--- config.mk ---
export PLATFORM = sky130hd
export DESIGN_NAME = uart_tx_ctrl_flat
export DESIGN_NICKNAME = d
export VERILOG_FILES = /design/src/rtl/uart_tx_ctrl_if.sv /design/src/rtl/uart_tx_ctrl.sv /design/src/flat_wrapper.sv
export SDC_FILE = /design/constraint.sdc
export NUM_CORES = 1
export LEC_CHECK = 0
export BUFFER_PORTS_ARGS = -buffer_cell sky130_fd_sc_hd__buf_2
export CORE_MARGIN = 1
export CORE_UTILIZATION = 49
export CTS_CLUSTER_DIAMETER = 60
export DETAILED_ROUTE_END_ITERATION = 7
export GPL_TIMING_DRIVEN = 0
export PLACE_DENSITY = 0.83
export REMOVE_ABC_BUFFERS = 1
export SYNTH_ARGS = -nofsm -noshare
export SYNTH_HDL_FRONTEND = slang
export SYNTH_SLANG_ARGS = --single-unit
--- constraint.sdc ---
create_clock -name clk -period 1.75 [get_ports clk]
set_input_delay 0.2625 -clock clk [delete_from_list [all_inputs] [get_ports clk]]
set_output_delay 0.2625 -clock clk [all_outputs]
set_load 0.05 [all_outputs]
--- src/rtl/uart_tx_ctrl_if.sv ---
// Byte handshake between a transmit requester and uart_tx_ctrl.
interface uart_tx_ctrl_if;
  logic [7:0] tx_data;
  logic       tx_valid;
  logic       tx_ready;

  modport master (output tx_data, output tx_valid, input tx_ready);
  modport slave  (input tx_data, input tx_valid, output tx_ready);
endinterface

--- src/rtl/uart_tx_ctrl.sv ---
// UART transmit sequencer driving an external 8-bit PISO: framing, baud timing, load/shift strobes.
// Define UART_TX_PARITY_EN to insert an even-parity bit between data bit 7 and the stop bit(s).
module uart_tx_ctrl #(
  parameter int CLKS_PER_BIT = 868,
  parameter int STOP_BITS    = 1
) (
  input  logic              clk,
  input  logic              rst,
  uart_tx_ctrl_if.slave     tx_if,
  output logic [7:0]        piso_data,
  output logic              piso_load,
  output logic              piso_shift,
  input  logic              piso_bit,
  output logic              tx,
  output logic              busy
);

  localparam int CW = $clog2(CLKS_PER_BIT);
  localparam logic [CW-1:0] BAUD_LAST    = CW'(CLKS_PER_BIT - 1);
  localparam logic [CW-1:0] BAUD_PRELAST = CW'(CLKS_PER_BIT - 2);
  localparam logic [2:0]    STOP_LAST    = 3'(STOP_BITS - 1);

  typedef enum logic [2:0] {
    IDLE,
    START,
    DATA,
`ifdef UART_TX_PARITY_EN
    PARITY,
`endif
    STOP
  } state_t;

  state_t        state;
  logic [CW-1:0] baud_cnt;
  logic [2:0]    bit_cnt;
  logic          tx_q;
  logic          accept;
  logic          baud_end;
  logic          baud_prelast;
`ifdef UART_TX_PARITY_EN
  logic          parity;
`endif

  assign tx_if.tx_ready = (state == IDLE) && !rst;
  assign accept         = tx_if.tx_valid && tx_if.tx_ready;
  assign baud_end       = (baud_cnt == BAUD_LAST);
  assign baud_prelast   = (baud_cnt == BAUD_PRELAST);

  // During DATA the PISO output goes straight to the line so each bit appears the cycle it is shifted out.
  assign tx = (state == DATA) ? piso_bit : tx_q;

  // Strobes are registered one cycle ahead, so shift is raised when the baud counter is one short of wrapping.
  always_ff @(posedge clk) begin
    if (rst) begin
      state      <= IDLE;
      baud_cnt   <= '0;
      bit_cnt    <= '0;
      tx_q       <= 1'b1;
      busy       <= 1'b0;
      piso_load  <= 1'b0;
      piso_shift <= 1'b0;
      piso_data  <= '0;
`ifdef UART_TX_PARITY_EN
      parity     <= 1'b0;
`endif
    end else begin
      piso_load  <= 1'b0;
      piso_shift <= 1'b0;
      case (state)
        IDLE: begin
          tx_q <= 1'b1;
          if (accept) begin
            piso_data <= tx_if.tx_data;
`ifdef UART_TX_PARITY_EN
            parity    <= ^tx_if.tx_data;
`endif
            state     <= START;
            baud_cnt  <= '0;
            bit_cnt   <= '0;
            tx_q      <= 1'b0;
            busy      <= 1'b1;
            piso_load <= 1'b1;
          end
        end

        START: begin
          piso_shift <= baud_prelast;
          if (baud_end) begin
            state    <= DATA;
            baud_cnt <= '0;
            bit_cnt  <= '0;
          end else begin
            baud_cnt <= baud_cnt + 1'b1;
          end
        end

        DATA: begin
          piso_shift <= baud_prelast && (bit_cnt != 3'd7);
          if (baud_end) begin
            baud_cnt <= '0;
            if (bit_cnt == 3'd7) begin
              bit_cnt <= '0;
`ifdef UART_TX_PARITY_EN
              state   <= PARITY;
              tx_q    <= parity;
`else
              state   <= STOP;
              tx_q    <= 1'b1;
`endif
            end else begin
              bit_cnt <= bit_cnt + 1'b1;
            end
          end else begin
            baud_cnt <= baud_cnt + 1'b1;
          end
        end

`ifdef UART_TX_PARITY_EN
        PARITY: begin
          if (baud_end) begin
            state    <= STOP;
            tx_q     <= 1'b1;
            baud_cnt <= '0;
            bit_cnt  <= '0;
          end else begin
            baud_cnt <= baud_cnt + 1'b1;
          end
        end
`endif

        STOP: begin
          tx_q <= 1'b1;
          if (baud_end) begin
            baud_cnt <= '0;
            if (bit_cnt == STOP_LAST) begin
              bit_cnt <= '0;
              state   <= IDLE;
              busy    <= 1'b0;
            end else begin
              bit_cnt <= bit_cnt + 1'b1;
            end
          end else begin
            baud_cnt <= baud_cnt + 1'b1;
          end
        end

        default: begin
          state <= IDLE;
          tx_q  <= 1'b1;
          busy  <= 1'b0;
        end
      endcase
    end
  end

endmodule

--- src/flat_wrapper.sv ---
// flat-port wrapper written by rule: the top's interface ports become plain ports
module uart_tx_ctrl_flat 
#(
  parameter int CLKS_PER_BIT = 868,
  parameter int STOP_BITS    = 1
)
  (clk, rst, piso_data, piso_load, piso_shift, piso_bit, tx, busy, tx_if_tx_data, tx_if_tx_valid, tx_if_tx_ready);
  uart_tx_ctrl_if tx_if_i ();
  input  logic clk;
  input  logic rst;
  output logic [7:0] piso_data;
  output logic piso_load;
  output logic piso_shift;
  input  logic piso_bit;
  output logic tx;
  output logic busy;
  input wire logic [$bits(tx_if_i.tx_data)-1:0] tx_if_tx_data;
  input wire logic [$bits(tx_if_i.tx_valid)-1:0] tx_if_tx_valid;
  output wire logic [$bits(tx_if_i.tx_ready)-1:0] tx_if_tx_ready;
  assign tx_if_i.tx_data = tx_if_tx_data;
  assign tx_if_i.tx_valid = tx_if_tx_valid;
  assign tx_if_tx_ready = tx_if_i.tx_ready;
  uart_tx_ctrl #(.CLKS_PER_BIT(CLKS_PER_BIT), .STOP_BITS(STOP_BITS)) u_core (.clk(clk), .rst(rst), .tx_if(tx_if_i), .piso_data(piso_data), .piso_load(piso_load), .piso_shift(piso_shift), .piso_bit(piso_bit), .tx(tx), .busy(busy));
endmodule
==> results_dict.tcl, run 1 <==
set metrics [dict create \
    outcome "finished, violations left" \
    violations "setup timing" \
    yosysWarningCount 0 \
    use_met1 0.269 \
    avgSynthCellArea_um2 8.65 \
    cp-end-kind "output pin" \
    p_int_mw 1.32 \
    wire_per_inst_um 15.6 \
    crit_slowest_cell "dfxtp_2" \
    final_antenna_net_count 0 \
    top_usage_layer "met2" \
    layout_setup_ws_ns -0.0332 \
    ys_seq_area_frac 0.372 \
    p_total_mw 2.33 \
    cp.depth 4 \
    hpwl_um 2280 \
    layout-drive-gt1-share 0.320 \
    h-tree-depth 1 \
    syn-cell-area_um2 1450 \
    p_leak_nw 0.771 \
    grt_pass1_vias 1280 \
    final_area_um2 1790 \
    mostFrequentLayoutCells "nand2_1, buf_2, dfxtp_1" \
    powerDensity_nw_per_um2 1310 \
    cts_sinks 27 \
    start_util 0.522 \
    synth_top_area_share 0.372 \
    relSlewSlack 0.634 \
    fin_nets 223 \
    hold_path_class "input pin to flop" \
    cts_hold_buf 0 \
    synth_edf_count 0 \
    grt_overflow_total 0 \
    clkPwrFrac 0.121 \
    slew_violations 0 \
    path_buf_inv 2 \
    core-area_um2 2780 \
    finalClockSkew_ns 0.00421 \
    rr_worst_depth 4 \
    met3_usage 0.0230 \
    die_area_um2 3190 \
    clkSlewWorstSetupHoldPaths_ns 0.15 \
    vias_per_cell 6.11 \
    die_h_um 56.4 \
    worst-setup-path-type "flop to output pin" \
    period_minus_slack_ns 1.78 \
    mostFrequentLayoutCell "nand2_1" \
    slowest_delay_ns 0.37 \
    dpl_cell_area_um2 1590 \
    seq_area_um2 551 \
    drtIter0Drc 41 \
    cts_tree "done" \
    clockBufferDepth 2 \
    seq_power_share 0.344 \
    portBuffers 24 \
    row_count 19 \
    setup_viol 2 \
    synth_flop_cell "dfxtp_1" \
    p_sw_frac 0.435 \
    crit_path_start_kind "flop" \
    gp_congestion 0.767 \
    finalWirelength_um 3620 \
    grt_setup_unrepaired "yes" \
    hold_violations 0 \
    netlist-cell-type-count 48 \
    drt_pass1_iterations 4 \
    die_w_um 56.4 \
    cts_buffers 3 \
    grt_use_total 0.228 \
    holdPathStages 3 \
    top_level_ports 25 \
    grt_max_degree 17 \
    fmax_mhz 561 \
    cap_violations 0 \
    root_buffer "clkbuf_4" \
    ys_top_cells_by_area "dfxtp_1, ha_1, nand2_1" \
    peakVddDrop_v 0.000962 \
    nFillCells 225 \
    crit_required_ns 1.49 \
    multi_input_area_um2 941 \
    area_delta_synth_final_pct 22.9 \
    worst_pin_slew_ns 0.548 \
    p_switching_mw 1.02 \
    crit_chain "inv_2 > ha_4 > mux2_2 > buf_4" \
    num_vias 1411 \
    hold_slack_ns 0.0932 \
    netlist_instances 168 \
    ys_ff_latch 27 \
    route.detailed.drc 0 \
    antenna_cells 0 \
    p_comb_frac 0.535 \
    async_flop_share 0 \
    antenna_found_initial 0 \
    worstPathMaxFanout 7 \
    synth_top_cell_by_area "dfxtp_1" \
    critPathArrivalTime_ns 1.52 \
    grt_util_met2 0.398 \
    grt_pass1_wl_um 5730 \
    min_period_over_period 1.02 \
    clk_latency_ns 0.34 \
    final_util 0.642 \
    cpLargestDelayFamily "flip-flops" \
]
-- tightest hold or removal path, cell delays in order --
cell and delay, ns:
buf_2 0.07, nand2_1 0.04, nand2_1 0.04
-- timing repair --
action,4_1_cts,5_1_grt
gates resized for setup,21,7
pin swaps,2,1
endpoints found under the setup margin,24,12
gates cloned,0,0
endpoints found under the hold margin,0,0
setup buffers,3,6
-- stage by stage --
stage	setup TNS, ns	worst slack, ns	std cells
finish	-0.0548	-0.0332	231
global route	-0.276	-0.0935	231
CTS	-0.0612	-0.0310	225
detailed placement	-4.20	-0.443	218
global placement	-2.11	-0.368	218
floorplan	-9.49	-0.923	163
-- power by group through the flow --
stage	Combinational, mW	Clock, mW	Sequential (mW)
floorplan	0.586	0	0.976
detailed placement	0.965	0	0.803
global route	1.32	0.304	0.818
CTS	1.13	0.280	0.800
finish	1.25	0.283	0.802
global placement	0.930	0	0.794
-- synth_stat cells (3+ instances only) --
cell / count
a31oi_1: 4
inv_1: 7
nor3_1: 4
nor2_1: 10
clkbuf_1: 3
nand3_1: 15
mux2i_1: 3
nand2_1: 29
a21oi_1: 5
o211ai_1: 3
nand2b_1: 3
nand3b_1: 3
dfxtp_1: 27
nor2b_1: 4
ha_1: 10
-- sequential cells by signal (all words and copies together) (netlist names) --
signal	flops
u_core.piso_shift	1
u_core.piso_data	8
u_core.baud_cnt	10
u_core.piso_load	1
u_core.busy	1
u_core.bit_cnt	3
u_core.state	2
u_core.tx_q	1
-- metal layers --
layer,vias up,part of all wire
met4,0,0.038
met2,60,0.50
met1,666,0.41
met5,-,0
met3,15,0.055
li1,670,-
-- path summary, 6_finish.rpt --
check                      start                   to  slack, ns
min             tx_if_tx_data[3]  u_core.piso_data[3]       0.09
max              u_core.state[0]                   tx      -0.03
max reg2reg   u_core.baud_cnt[3]    u_core.bit_cnt[1]          0
min reg2reg  u_core.piso_data[7]  u_core.piso_data[7]       0.47
-- cell families after synthesis --
| group | Yosys count | synth area share |
|---|---|---|
| compound gates | 34 | 0.194 |
| xor+xnor | 3 | 0.0181 |
| fa+ha+maj | 10 | 0.0861 |
| buf+inv | 13 | 0.0370 |
| flops | 27 | 0.372 |
| mux | 4 | 0.0284 |
| simple gates | 77 | 0.264 |
-- cell type report --
class,count,share of cell area
multi-input combinational,128,0.527
tap,31,0.0217
inverter,8,0.0182
clock buffer,4,0.0147
sequential,27,0.308
timing repair buffer,33,0.110
(Power assumes the default switching activity.)
==> inputs of run 2 (changes only) <==
--- a/config.mk
+++ b/config.mk
@@ -12,6 +12,7 @@
 export DETAILED_ROUTE_END_ITERATION = 7
 export GPL_TIMING_DRIVEN = 0
 export PLACE_DENSITY = 0.83
+export RECOVER_POWER = 100
 export REMOVE_ABC_BUFFERS = 1
 export SYNTH_ARGS = -nofsm -noshare
 export SYNTH_HDL_FRONTEND = slang
==> run 2 against run 1 <==
The flow still finishes with violations (setup timing). Count of clock-buffer cells in the layout stayed put. Via count is 1.3% lower. Sequential cell count stayed put. Clock power fell by 1%.
==> results_dict.tcl, run 2 (same netlist as run 1, synthesis figures left out) <==
set metrics [dict create \
    antenna_found_initial 0 \
    r2r_start "u_core.baud_cnt[3]" \
    relSlewSlack 0.599 \
    grt_max_degree 17 \
    die_h_um 56.4 \
    cts_sinks 27 \
    drtIter0Drc 42 \
    cap_violations 0 \
    slew_violations 0 \
    nFillCells 232 \
    grt_pass1_wl_um 5730 \
    hold_path_class "input pin to flop" \
    gp_congestion 0.767 \
    outcome "finished, violations left" \
    clockBufferDepth 2 \
    die_area_um2 3190 \
    hpwl_um 2280 \
    worst_pin_slew_ns 0.604 \
    period_minus_slack_ns 1.78 \
    mostFrequentLayoutCell "nand2_1" \
    stdcell_count 231 \
    finalWirelength_um 3590 \
    dpl_cell_area_um2 1590 \
    top_regs "u_core.baud_cnt x10, u_core.piso_data x8, u_core.bit_cnt x3" \
    fmax_mhz 562 \
    crit_path_start_kind "flop" \
    critPathLaunch "u_core.state[0]" \
    vias_per_cell 6.03 \
    multi_input_area_um2 941 \
    dp_cells 218 \
    hold_slack_ns 0.0969 \
    wire_per_inst_um 15.6 \
    violations "setup timing" \
    p_leak_nw 0.728 \
    area_delta_synth_final_pct 22.0 \
    hold_start "tx_if_tx_data[3]" \
    peakVddDrop_v 0.000957 \
    final_antenna_net_count 0 \
    crit_required_ns 1.49 \
    grt_pass1_vias 1280 \
    mostFrequentLayoutCells "nand2_1, dfxtp_1, nand3_1" \
    cts_hold_buf 0 \
    clkSlewWorstSetupHoldPaths_ns 0.15 \
    hold_violations 0 \
    row_count 19 \
    grt_overflow_total 0 \
    fin_nets 223 \
    seq_area_um2 551 \
    setup_viol 3 \
    cts_buffers 3 \
    drt_pass1_iterations 4 \
    largest_reg_flops 10 \
    final_area_um2 1770 \
    grt_setup_unrepaired "yes" \
    num_vias 1393 \
    route.detailed.drc 0 \
    p_total_mw 2.32 \
    top_level_ports 25 \
    cp-end-kind "output pin" \
    cts_tree "done" \
    h-tree-depth 1 \
    antenna_cells 0 \
    finalClockSkew_ns 0.00546 \
    layout_setup_ws_ns -0.0282 \
    portBuffers 24 \
    core-area_um2 2780 \
    worstPathMaxFanout 7 \
    powerDensity_nw_per_um2 1310 \
    start_util 0.522 \
    grt_use_total 0.228 \
    min_period_over_period 1.02 \
    clk_latency_ns 0.33 \
    worst-setup-path-type "flop to output pin" \
    root_buffer "clkbuf_4" \
    die_w_um 56.4 \
    regMostFlops "u_core.baud_cnt" \
    critPathArrivalTime_ns 1.52 \
    layout-drive-gt1-share 0.265 \
]
## run 2: changes by cell type in the layout (fill, tap and decap cells not counted), sizes merged
| cell | previous run | this run |
|---|---|---|
| buf | 33 | 22 |
| clkbuf | 4 | 15 |
## run 2: layer usage
layer	wire length, um	track usage	vias to the layer above
li1	-	-	667
met1	1490	0.269	660
met2	1800	0.398	54
met3	184	0.0230	12
met4	115	0.132	0
met5	0	0	-
## run 2: cell type report
cell class | count | share of cell area
multi-input cells | 128 | 0.531
clock buffers | 4 | 0.0148
flip-flops and latches | 27 | 0.311
inverters | 8 | 0.0184
well taps | 31 | 0.0219
repair buffers | 33 | 0.103
## run 2: per-stage QoR
step                      setup WS (ns)  TNS [ns]   util
after floorplan                  -0.923     -9.49      -
after global placement           -0.368     -2.11  0.571
after detailed placement         -0.443     -4.20  0.571
after CTS                       -0.0310   -0.0612  0.616
after global routing            -0.0935    -0.276  0.637
final                           -0.0282   -0.0455  0.637
## run 2: power breakdown
group | total (mW) | internal [mW] | leakage [nW] | switching, mW
sequential | 0.802 | 0.717 | 0.223 | 0.0859
clock | 0.279 | 0.0896 | 0.0150 | 0.190
combinational | 1.23 | 0.496 | 0.490 | 0.738
## run 2: path summary, 6_finish.rpt
check	endpoint	slack, ns	cells after the start
worst max-delay path	tx	-0.03	4
worst min-delay path	u_core.piso_data[3]	0.1	3
worst max register to register	u_core.bit_cnt[1]	0	4
worst min register to register	u_core.piso_data[7]	0.47	2
## run 2: repair_timing
item	4_1_cts	5_1_grt
resized for setup	21	7
setup endpoints to repair	24	12
endpoints found under the hold margin	0	0
pin swaps	2	1
setup buffers	3	6
## run 2: critical path: stages, from the launching register on
cell     delay, ns
dfxtp_2       0.37
inv_2         0.11
ha_4          0.19
mux2_2        0.33
buf_4         0.19
